$ cat src/rtl/bcd_serial_converter_pkg.sv
// Shared constants for the serial double-dabble converter: FSM encodings,
// the nibble-correction constants and an elaboration-time power-of-ten helper.
package bcd_serial_converter_pkg;

  localparam logic [1:0] ST_IDLE  = 2'd0;
  localparam logic [1:0] ST_SHIFT = 2'd1;

  localparam logic [3:0] BCD_ADJ_THRESH = 4'd5;
  localparam logic [3:0] BCD_ADJ_ADD    = 4'd3;

  // Used only in constant context to prove the BCD field can hold the input range.
  function automatic longint unsigned pow10(input int n);
    longint unsigned acc;
    acc = 64'd1;
    for (int i = 0; i < n; i++) begin
      acc = acc * 64'd10;
    end
    return acc;
  endfunction

endpackage

$ cat src/rtl/bcd_serial_converter_digit_adjust.sv
// One BCD nibble's add-3 correction, applied before each shift so a value of
// 5..9 carries correctly into the next digit when doubled.
module bcd_digit_adjust
  import bcd_serial_converter_pkg::*;
(
  input  logic [3:0] i_nib,
  output logic [3:0] o_nib
);

  // Inputs here are at most 9, so the result never exceeds 4'd12: no carry out.
  assign o_nib = (i_nib >= BCD_ADJ_THRESH) ? (i_nib + BCD_ADJ_ADD) : i_nib;

endmodule

$ cat src/rtl/bcd_serial_converter.sv
// Iterative binary-to-BCD converter: one adjust-and-shift per clock, WIDTH clocks
// per conversion, with the result held on bcd_out until the next completion.
module bcd_serial_converter
  import bcd_serial_converter_pkg::*;
#(
  parameter int WIDTH  = 8,
  parameter int DIGITS = 3
) (
  input  logic                  clk,
  input  logic                  reset,
  input  logic                  start,
  input  logic [WIDTH-1:0]      bin_in,
  output logic                  busy,
  output logic                  done,
  output logic [4*DIGITS-1:0]   bcd_out
);

  localparam int BCD_W = 4 * DIGITS;
  localparam int SR_W  = BCD_W + WIDTH;
  localparam int CNT_W = $clog2(WIDTH + 1);

  localparam longint unsigned MAX_BIN   = (64'd1 << WIDTH) - 64'd1;
  localparam longint unsigned BCD_RANGE = pow10(DIGITS);

  generate
    if (!(BCD_RANGE > MAX_BIN)) begin : g_range_check
      $error("bcd_serial_converter: DIGITS too small for WIDTH");
    end
  endgenerate

  logic [1:0]       r_state;
  logic [SR_W-1:0]  r_shift;
  logic [CNT_W-1:0] r_cnt;
  logic [BCD_W-1:0] r_bcd;
  logic             r_done;

  logic [BCD_W-1:0] w_adj_bcd;
  logic [SR_W-1:0]  w_pre;
  logic [SR_W-1:0]  w_shifted;
  logic             w_last;

  genvar gi;
  generate
    for (gi = 0; gi < DIGITS; gi++) begin : g_digit
      bcd_digit_adjust u_adj (
        .i_nib (r_shift[WIDTH + 4*gi +: 4]),
        .o_nib (w_adj_bcd[4*gi +: 4])
      );
    end
  endgenerate

  assign w_pre     = {w_adj_bcd, r_shift[WIDTH-1:0]};
  assign w_shifted = w_pre << 1;
  assign w_last    = (r_cnt == CNT_W'(WIDTH - 1));

  always_ff @(posedge clk) begin
    if (reset) begin
      r_state <= ST_IDLE;
      r_shift <= '0;
      r_cnt   <= '0;
      r_bcd   <= '0;
      r_done  <= 1'b0;
    end else begin
      r_done <= 1'b0;
      case (r_state)
        ST_IDLE: begin
          if (start) begin
            r_shift <= {{BCD_W{1'b0}}, bin_in};
            r_cnt   <= '0;
            r_state <= ST_SHIFT;
          end
        end
        ST_SHIFT: begin
          r_shift <= w_shifted;
          r_cnt   <= r_cnt + 1'b1;
          // Publish the post-shift digits only once, so bcd_out never shows partials.
          if (w_last) begin
            r_bcd   <= w_shifted[SR_W-1 -: BCD_W];
            r_done  <= 1'b1;
            r_state <= ST_IDLE;
          end
        end
        default: r_state <= ST_IDLE;
      endcase
    end
  end

  assign busy    = (r_state == ST_SHIFT);
  assign done    = r_done;
  assign bcd_out = r_bcd;

endmodule

$ cat config.mk
export PLATFORM = sky130hd
export DESIGN_NAME = bcd_serial_converter
export DESIGN_NICKNAME = d
export VERILOG_FILES = /design/src/rtl/bcd_serial_converter_pkg.sv /design/src/rtl/bcd_serial_converter_digit_adjust.sv /design/src/rtl/bcd_serial_converter.sv
export SDC_FILE = /design/constraint.sdc
export NUM_CORES = 1
export LEC_CHECK = 0
export BUFFER_PORTS_ARGS = -buffer_cell sky130_fd_sc_hd__buf_2
export CAP_MARGIN = 5
export CORE_AREA = 3 3 52 77
export DETAILED_ROUTE_END_ITERATION = 6
export DIE_AREA = 0 0 55 80
export GPL_TIMING_DRIVEN = 0
export PLACE_DENSITY_LB_ADDON = 0.1
export SLEW_MARGIN = 5
export SYNTH_ARGS = -nofsm -noshare
export SYNTH_HDL_FRONTEND = slang
export SYNTH_SLANG_ARGS = --single-unit
$ cat constraint.sdc
create_clock -name clk -period 1.5 [get_ports clk]
set_input_delay 0.15 -clock clk [delete_from_list [all_inputs] [get_ports clk]]
set_output_delay 0.15 -clock clk [all_outputs]
set_load 0.005 [all_outputs]
==> impl_metrics.tcl, run 1 <==
set metrics [dict create \
    antenna_found_initial 0 \
    netlist_top_cells_area "dfxtp_1, mux2i_1, a21oi_1" \
    reg2reg_setup_slack_ns 0.08 \
    final_cell_count_no_fill 257 \
    worstPathCellList "inv_1 -> ha_1 -> nand2b_1 -> a21o_1 -> xnor2_1 -> a32o_1" \
    postCtsHoldBufs 0 \
    layout.nets 232 \
    routed_wl_mm 3.416 \
    ys_ff_latch 38 \
    ys_seq_area_share_pct 45.44 \
    grt_max_degree 12 \
    critPathBufInv 1 \
    die_w_um 55 \
    grt_pass1_vias 1268 \
    synth_cell_type_count 32 \
    worstPathRequired_ns 1.68 \
    utilization_pct 57.29 \
    ff2ff_path_depth 6 \
    gp_congestion 0.7940 \
    die_h_um 80 \
    dieArea_um2 4400 \
    grt-busiest-layer "met2" \
    rows 26 \
    ys.warnings.count 0 \
    maxSlewViolCount 0 \
    period_needed_ns 1.422 \
    finalInstanceArea_um2 1976 \
    placed_area_um2 1842 \
    max_cap_violations 0 \
    slew_headroom_pct 60.67 \
    async_flop_share_pct 0 \
    fillerInstances 327 \
    grt_pass1_wl_mm 5.637 \
    use_met2_pct 30.45 \
    synth_top_area_share_pct 45.44 \
    crit-reg2reg-launch "r_shift[9]" \
    hold_viol_final 0 \
    clk_pin_slew_ns 0.08 \
    ctsHtreeMaxLevel 2 \
    clock-root-buffer "clkbuf_8" \
    core_um2 3448 \
    netlist_area_um2 1674 \
    postSynthCellCount 183 \
    cts_max_path_buffers 2 \
    crit_path_start "r_shift[9]" \
    grt_overflow 0 \
    clkSinkCount 38 \
    endpoint_kind "flip-flop" \
    dr_total_vias 1338 \
    tightest_slew_ns 0.5878 \
    drtIter0Drc 13 \
    powerDensity_nw_per_um2 966.2 \
    period_share_pct 94.81 \
    cts_tree "built" \
    hp-class "in2reg" \
    outcome "finished, final reports clean" \
    grtUsageTotal_pct 17.38 \
    cts_buffers 5 \
    critPathTopFamily "compound AO/OA/AOI/OAI gates" \
    ant_nets 0 \
    worstSkewPairLatency_ns 0.29 \
    endpoint "r_shift[9]" \
    worst_setup_path_start_kind "flip-flop" \
    path_class "reg2reg" \
    syn2layout_area_growth_pct 18.01 \
    numPortBuffers 23 \
    synth-main-ff-cell "dfxtp_1" \
    wl_per_cell_um 13.29 \
    dp.final_hpwl_mm 2.537 \
    setup_viol 0 \
    synth_edf_count 0 \
    worstPathMaxFanout 3 \
    antenna_cells 0 \
    grt_use_met1_pct 18.84 \
    p_leak_nw 0.8701 \
    syn_avg_cell_area_um2 9.148 \
    cp.depth 6 \
    firstDrtPassIters 4 \
    fmax_ghz 0.7031 \
    slowest_delay_ns 0.34 \
    cp_slowest_cell "dfxtp_2" \
    initial_utilization_pct 48.55 \
    layout-drive-gt1-share_pct 24.65 \
    drc 0 \
    vias_per_cell 5.206 \
    post-place-cells 248 \
    rr_endpoint "r_shift[9]" \
    ios 25 \
    vdd.ir_drop.worst_mv 0.6272 \
    synthesis.nets 201 \
    whs_ns 0.1597 \
    yosys.area.top_type "dfxtp_1" \
    finClkSkew_ns 0.005033 \
    crit_arrival_ns 1.60 \
    grtUsageMet3_pct 5.421 \
    p_total_mw 1.909 \
]
-- registers in the layout, indices dropped and copies added (netlist names) --
name and count:
r_state 1, r_cnt 4, done 1, bcd_out 12, r_shift 20
-- cell families after synthesis --
group | synth area share, %
and+or+nand+nor | 16.37
buffers and inverters | 6.352
xor gates and xnor gates | 2.616
AOI/OAI and AO/OA | 17.34
adders and majority gates | 5.231
muxes | 6.652
DFF | 45.44
-- layout by cell type (no fill, tap or decap), types with 2 or more instances in the layout --
| master | synthesis | final |
|---|---|---|
| o21ai_0 | 7 | 5 |
| inv_1 | 9 | 8 |
| a22o_1 | 6 | 6 |
| a21oi_1 | 18 | 17 |
| nand2_1 | 9 | 9 |
| dfxtp_2 | 0 | 5 |
| xor2_1 | 2 | 2 |
| clkbuf_8 | 0 | 6 |
| a21o_1 | 2 | 2 |
| buf_4 | 2 | 3 |
| o22ai_1 | 2 | 2 |
| ha_1 | 7 | 6 |
| nor3b_1 | 4 | 4 |
| nand3_1 | 5 | 5 |
| nor3_1 | 3 | 3 |
| nor2b_1 | 2 | 2 |
| buf_2 | 3 | 26 |
| and3_1 | 3 | 3 |
| mux2i_1 | 10 | 8 |
| buf_6 | 2 | 2 |
| dfxtp_1 | 38 | 33 |
| xnor2_1 | 3 | 3 |
| nor2_1 | 21 | 21 |
| a32o_1 | 4 | 4 |
| nand2b_1 | 5 | 4 |
| o21ai_1 | 6 | 7 |
| clkbuf_1 | 3 | 4 |
| mux2i_2 | 0 | 2 |
-- routing by layer --
metal  part of all wire [%]  vias up
met1                     42      612
met2                     52       30
met4                   0.97        0
met3                    5.3        4
met5                      0        -
li1                       -      692
-- cells in the mapped netlist (2+ instances only) --
cell type,n
nor3_1,3
and3_1,3
nand2_1,9
nand2b_1,5
o22ai_1,2
a21o_1,2
o21ai_1,6
a22o_1,6
nor2b_1,2
ha_1,7
mux2i_1,10
a21oi_1,18
nor2_1,21
xnor2_1,3
buf_2,3
xor2_1,2
nor3b_1,4
buf_4,2
buf_6,2
inv_1,9
nand3_1,5
a32o_1,4
dfxtp_1,38
o21ai_0,7
clkbuf_1,3
-- metrics by stage --
| step | TNS (ns) | setup slack, ns |
|---|---|---|
| floorplan | 0 | 0.08347 |
| global placement | 0 | 0.02826 |
| detailed placement | -0.05171 | -0.05171 |
| CTS | 0 | 0.01480 |
| global route | -0.003562 | -0.003562 |
| finish | 0 | 0.07782 |
-- power breakdown --
part | total [mW] | internal [mW] | switching (mW)
registers | 1.04 | 1.03 | 0.0121
clock network | 0.729 | 0.371 | 0.358
logic | 0.139 | 0.0550 | 0.0839
total | 1.91 | 1.45 | 0.454
-- final cells by class --
cell class                      count  area [µm²]  share of cell area [%]
Clock inverter                      1       5.005                  0.2533
Clock buffer                        7       86.33                   4.370
Timing Repair Buffer               24       122.6                   6.206
Multi-Input combinational cell    125       835.8                   42.31
Sequential cell                    38       767.0                   38.82
Inverter                           10       42.54                   2.153
Tap cell                           42       52.55                   2.660
Buffer                             10       63.81                   3.230
-- worst reg2reg max path: cells and delay by family (launching register included) --
kind                     cells  cell delay, ns
adder cells (fa/ha/maj)      1            0.18
flip-flops                   1            0.34
AND/OR/NAND/NOR              1            0.16
XOR/XNOR                     1            0.15
AO/OA/AOI/OAI                2            0.41
buffers and inverters        1            0.08
-- worst min path at each step --
| stage | startpoint | to | cells past startpoint |
|---|---|---|---|
| 3_3_place_gp | bcd_out[10] | bcd_out[10] | 2 |
| 4_1_cts | bin_in[0] | r_shift[0] | 3 |
| 2_1_floorplan | bin_in[0] | r_shift[0] | 2 |
| 5_1_grt | bin_in[0] | r_shift[0] | 3 |
| 6_report | bin_in[0] | r_shift[0] | 3 |
| 3_5_place_dp | bcd_out[8] | bcd_out[8] | 2 |
-- timing repair --
item                                    in CTS  in global routing
resized for setup                            1                 14
endpoints found under the setup margin       2                  9
gates cloned                                 0                  0
setup buffers                                1                  0
pin swaps                                    1                  3
hold endpoints to repair                     0                  0
No activity file was read; power rests on OpenSTA's default activity.
==> inputs of run 2 (changes only) <==
--- a/config.mk
+++ b/config.mk
@@ -7,9 +7,9 @@
 export LEC_CHECK = 0
 export BUFFER_PORTS_ARGS = -buffer_cell sky130_fd_sc_hd__buf_2
 export CAP_MARGIN = 5
-export CORE_AREA = 3 3 52 77
+export CORE_AREA = 3 3 53 75
 export DETAILED_ROUTE_END_ITERATION = 6
-export DIE_AREA = 0 0 55 80
+export DIE_AREA = 0 0 56 78
 export GPL_TIMING_DRIVEN = 0
 export PLACE_DENSITY_LB_ADDON = 0.1
 export SLEW_MARGIN = 5
==> run 2 against run 1 <==
  * Global-route usage fell by 0.59 points
  * Critical path type unchanged
  * Sequential power about the same
  * Non-clock buffer count did not move
  * Largest cell class unchanged
  * Clock power is 13% lower
  * Via count rose by 1.0%
  * Flip-flop and latch count stayed put
==> impl_metrics.tcl, run 2 (same netlist as run 1, synthesis figures left out) <==
set metrics [dict create \
    tightest_slew_ns 0.5927 \
    drc 0 \
    dieArea_um2 4368 \
    max_cap_violations 0 \
    vias_per_cell 5.323 \
    fmax_ghz 0.6978 \
    outcome "finished, final reports clean" \
    grt_max_degree 11 \
    worst_setup_path_start_kind "flip-flop" \
    crit-reg2reg-launch "r_shift[9]" \
    firstDrtPassIters 4 \
    hold_viol_final 0 \
    maxSlewViolCount 0 \
    ctsHtreeMaxLevel 2 \
    worst_hold_path.num_cells 3 \
    clock-root-buffer "clkbuf_8" \
    place_ws_ns -0.04577 \
    layout-drive-gt1-share_pct 21.96 \
    post-place-cells 246 \
    slew_headroom_pct 60.34 \
    grt_pass1_vias 1359 \
    worstSkewPairLatency_ns 0.28 \
    gp_congestion 0.8055 \
    ant_nets 0 \
    crit_arrival_ns 1.61 \
    regMostFlops "r_shift" \
    wl_per_cell_um 13.22 \
    initial_utilization_pct 49.56 \
    clkSinkCount 38 \
    finClkSkew_ns 0.004065 \
    hold_end "r_shift[0]" \
    drtIter0Drc 32 \
    dp.final_hpwl_mm 2.513 \
    final_common_cell "dfxtp_1" \
    period_share_pct 95.54 \
    grt_pass1_wl_mm 5.809 \
    routed_wl_mm 3.358 \
    vdd.ir_drop.worst_mv 0.6556 \
    setup_viol 0 \
    whs_ns 0.1658 \
    clk_pin_slew_ns 0.07 \
    period_needed_ns 1.433 \
    layout_common_cells "dfxtp_1, buf_2, nor2_1" \
    die_h_um 78 \
    hold_path.startpoint "bin_in[0]" \
    path_class "reg2reg" \
    fin_ws_ns 0.06685 \
    rr_endpoint "r_shift[10]" \
    fillerInstances 302 \
    worstPathRequired_ns 1.67 \
    p_leak_nw 0.8531 \
    numPortBuffers 23 \
    powerDensity_nw_per_um2 929.5 \
    rows 25 \
    reg2reg_setup_slack_ns 0.07 \
    final_cell_count_no_fill 254 \
    die_w_um 56 \
    grtUsageTotal_pct 16.79 \
    ios 25 \
    worstPathMaxFanout 3 \
    grt_overflow 0 \
    cts_max_path_buffers 2 \
    endpoint_kind "flip-flop" \
    hp-class "in2reg" \
    cts_tree "built" \
    ff2ff_path_depth 6 \
    core_um2 3378 \
    antenna_cells 0 \
    largest_register_ffs 20 \
    antenna_found_initial 0 \
    cts_buffers 5 \
    dr_total_vias 1352 \
    layout.nets 232 \
    syn2layout_area_growth_pct 16.59 \
]
## run 2: changes by cell type in the layout (fill, tap and decap cells not counted), sizes merged
cell / before / now
clkinv: 2 / 1
## run 2: where the power goes
part,internal [mW],total (mW),switching [mW]
registers,1.03,1.04,0.0116
clock network,0.320,0.635,0.315
logic,0.0549,0.139,0.0838
## run 2: stage by stage
step           util, %  total power, mW  cell area, µm²  setup TNS, ns
6_report         57.78            1.814            1952              0
5_1_grt          57.78            1.904            1952      -0.002111
4_1_cts          56.81            1.842            1919              0
3_5_place_dp     54.44            1.202            1839       -0.06443
3_3_place_gp     54.44            1.198            1839              0
2_1_floorplan        -            1.160            1674              0
## run 2: layer usage
layer	part of all wire [%]	wire length (µm)	up-vias	GRT usage, %
met5	0	0	-	0
met4	1.6	53	0	6.413
met3	4.9	163	6	4.992
met2	51	1702	32	30.09
met1	43	1438	622	18.22
li1	-	-	692	-
## run 2: critical path: stages, from the launching register on
cell and delay (ns):
dfxtp_1 0.35, inv_1 0.09, ha_1 0.18, nand2b_1 0.15, a21o_1 0.19, mux2i_2 0.17, a32o_1 0.20
## run 2: timing repair
action / in CTS / in global routing
pin swaps: 1 / 2
resized for setup: 1 / 9
hold buffers: 0 / 0
buffers inserted: 0 / 1
gates cloned: 0 / 0
setup endpoints to repair: 2 / 8
## run 2: worst max path at each step
stage,slack [ns],start,endpoint,cells after the start
floorplan,0.08,r_shift[17],r_shift[18],6
global placement,0.02,r_shift[17],r_shift[18],6
detailed placement,-0.05,r_shift[17],r_shift[18],6
CTS,0.007,r_shift[17],r_shift[18],6
global route,-0.002,r_shift[9],bcd_out[1],6
finish,0.07,r_shift[9],r_shift[10],6
## run 2: area by class of cell
cell class | instances | area [µm²] | area share [%]
clock buffers | 7 | 76.32 | 3.910
repair buffers | 24 | 122.6 | 6.282
flip-flops and latches | 38 | 764.5 | 39.17
well taps | 40 | 50.05 | 2.564
plain buffers | 10 | 63.81 | 3.269
inverters | 10 | 42.54 | 2.179
multi-input cells | 125 | 832.0 | 42.63
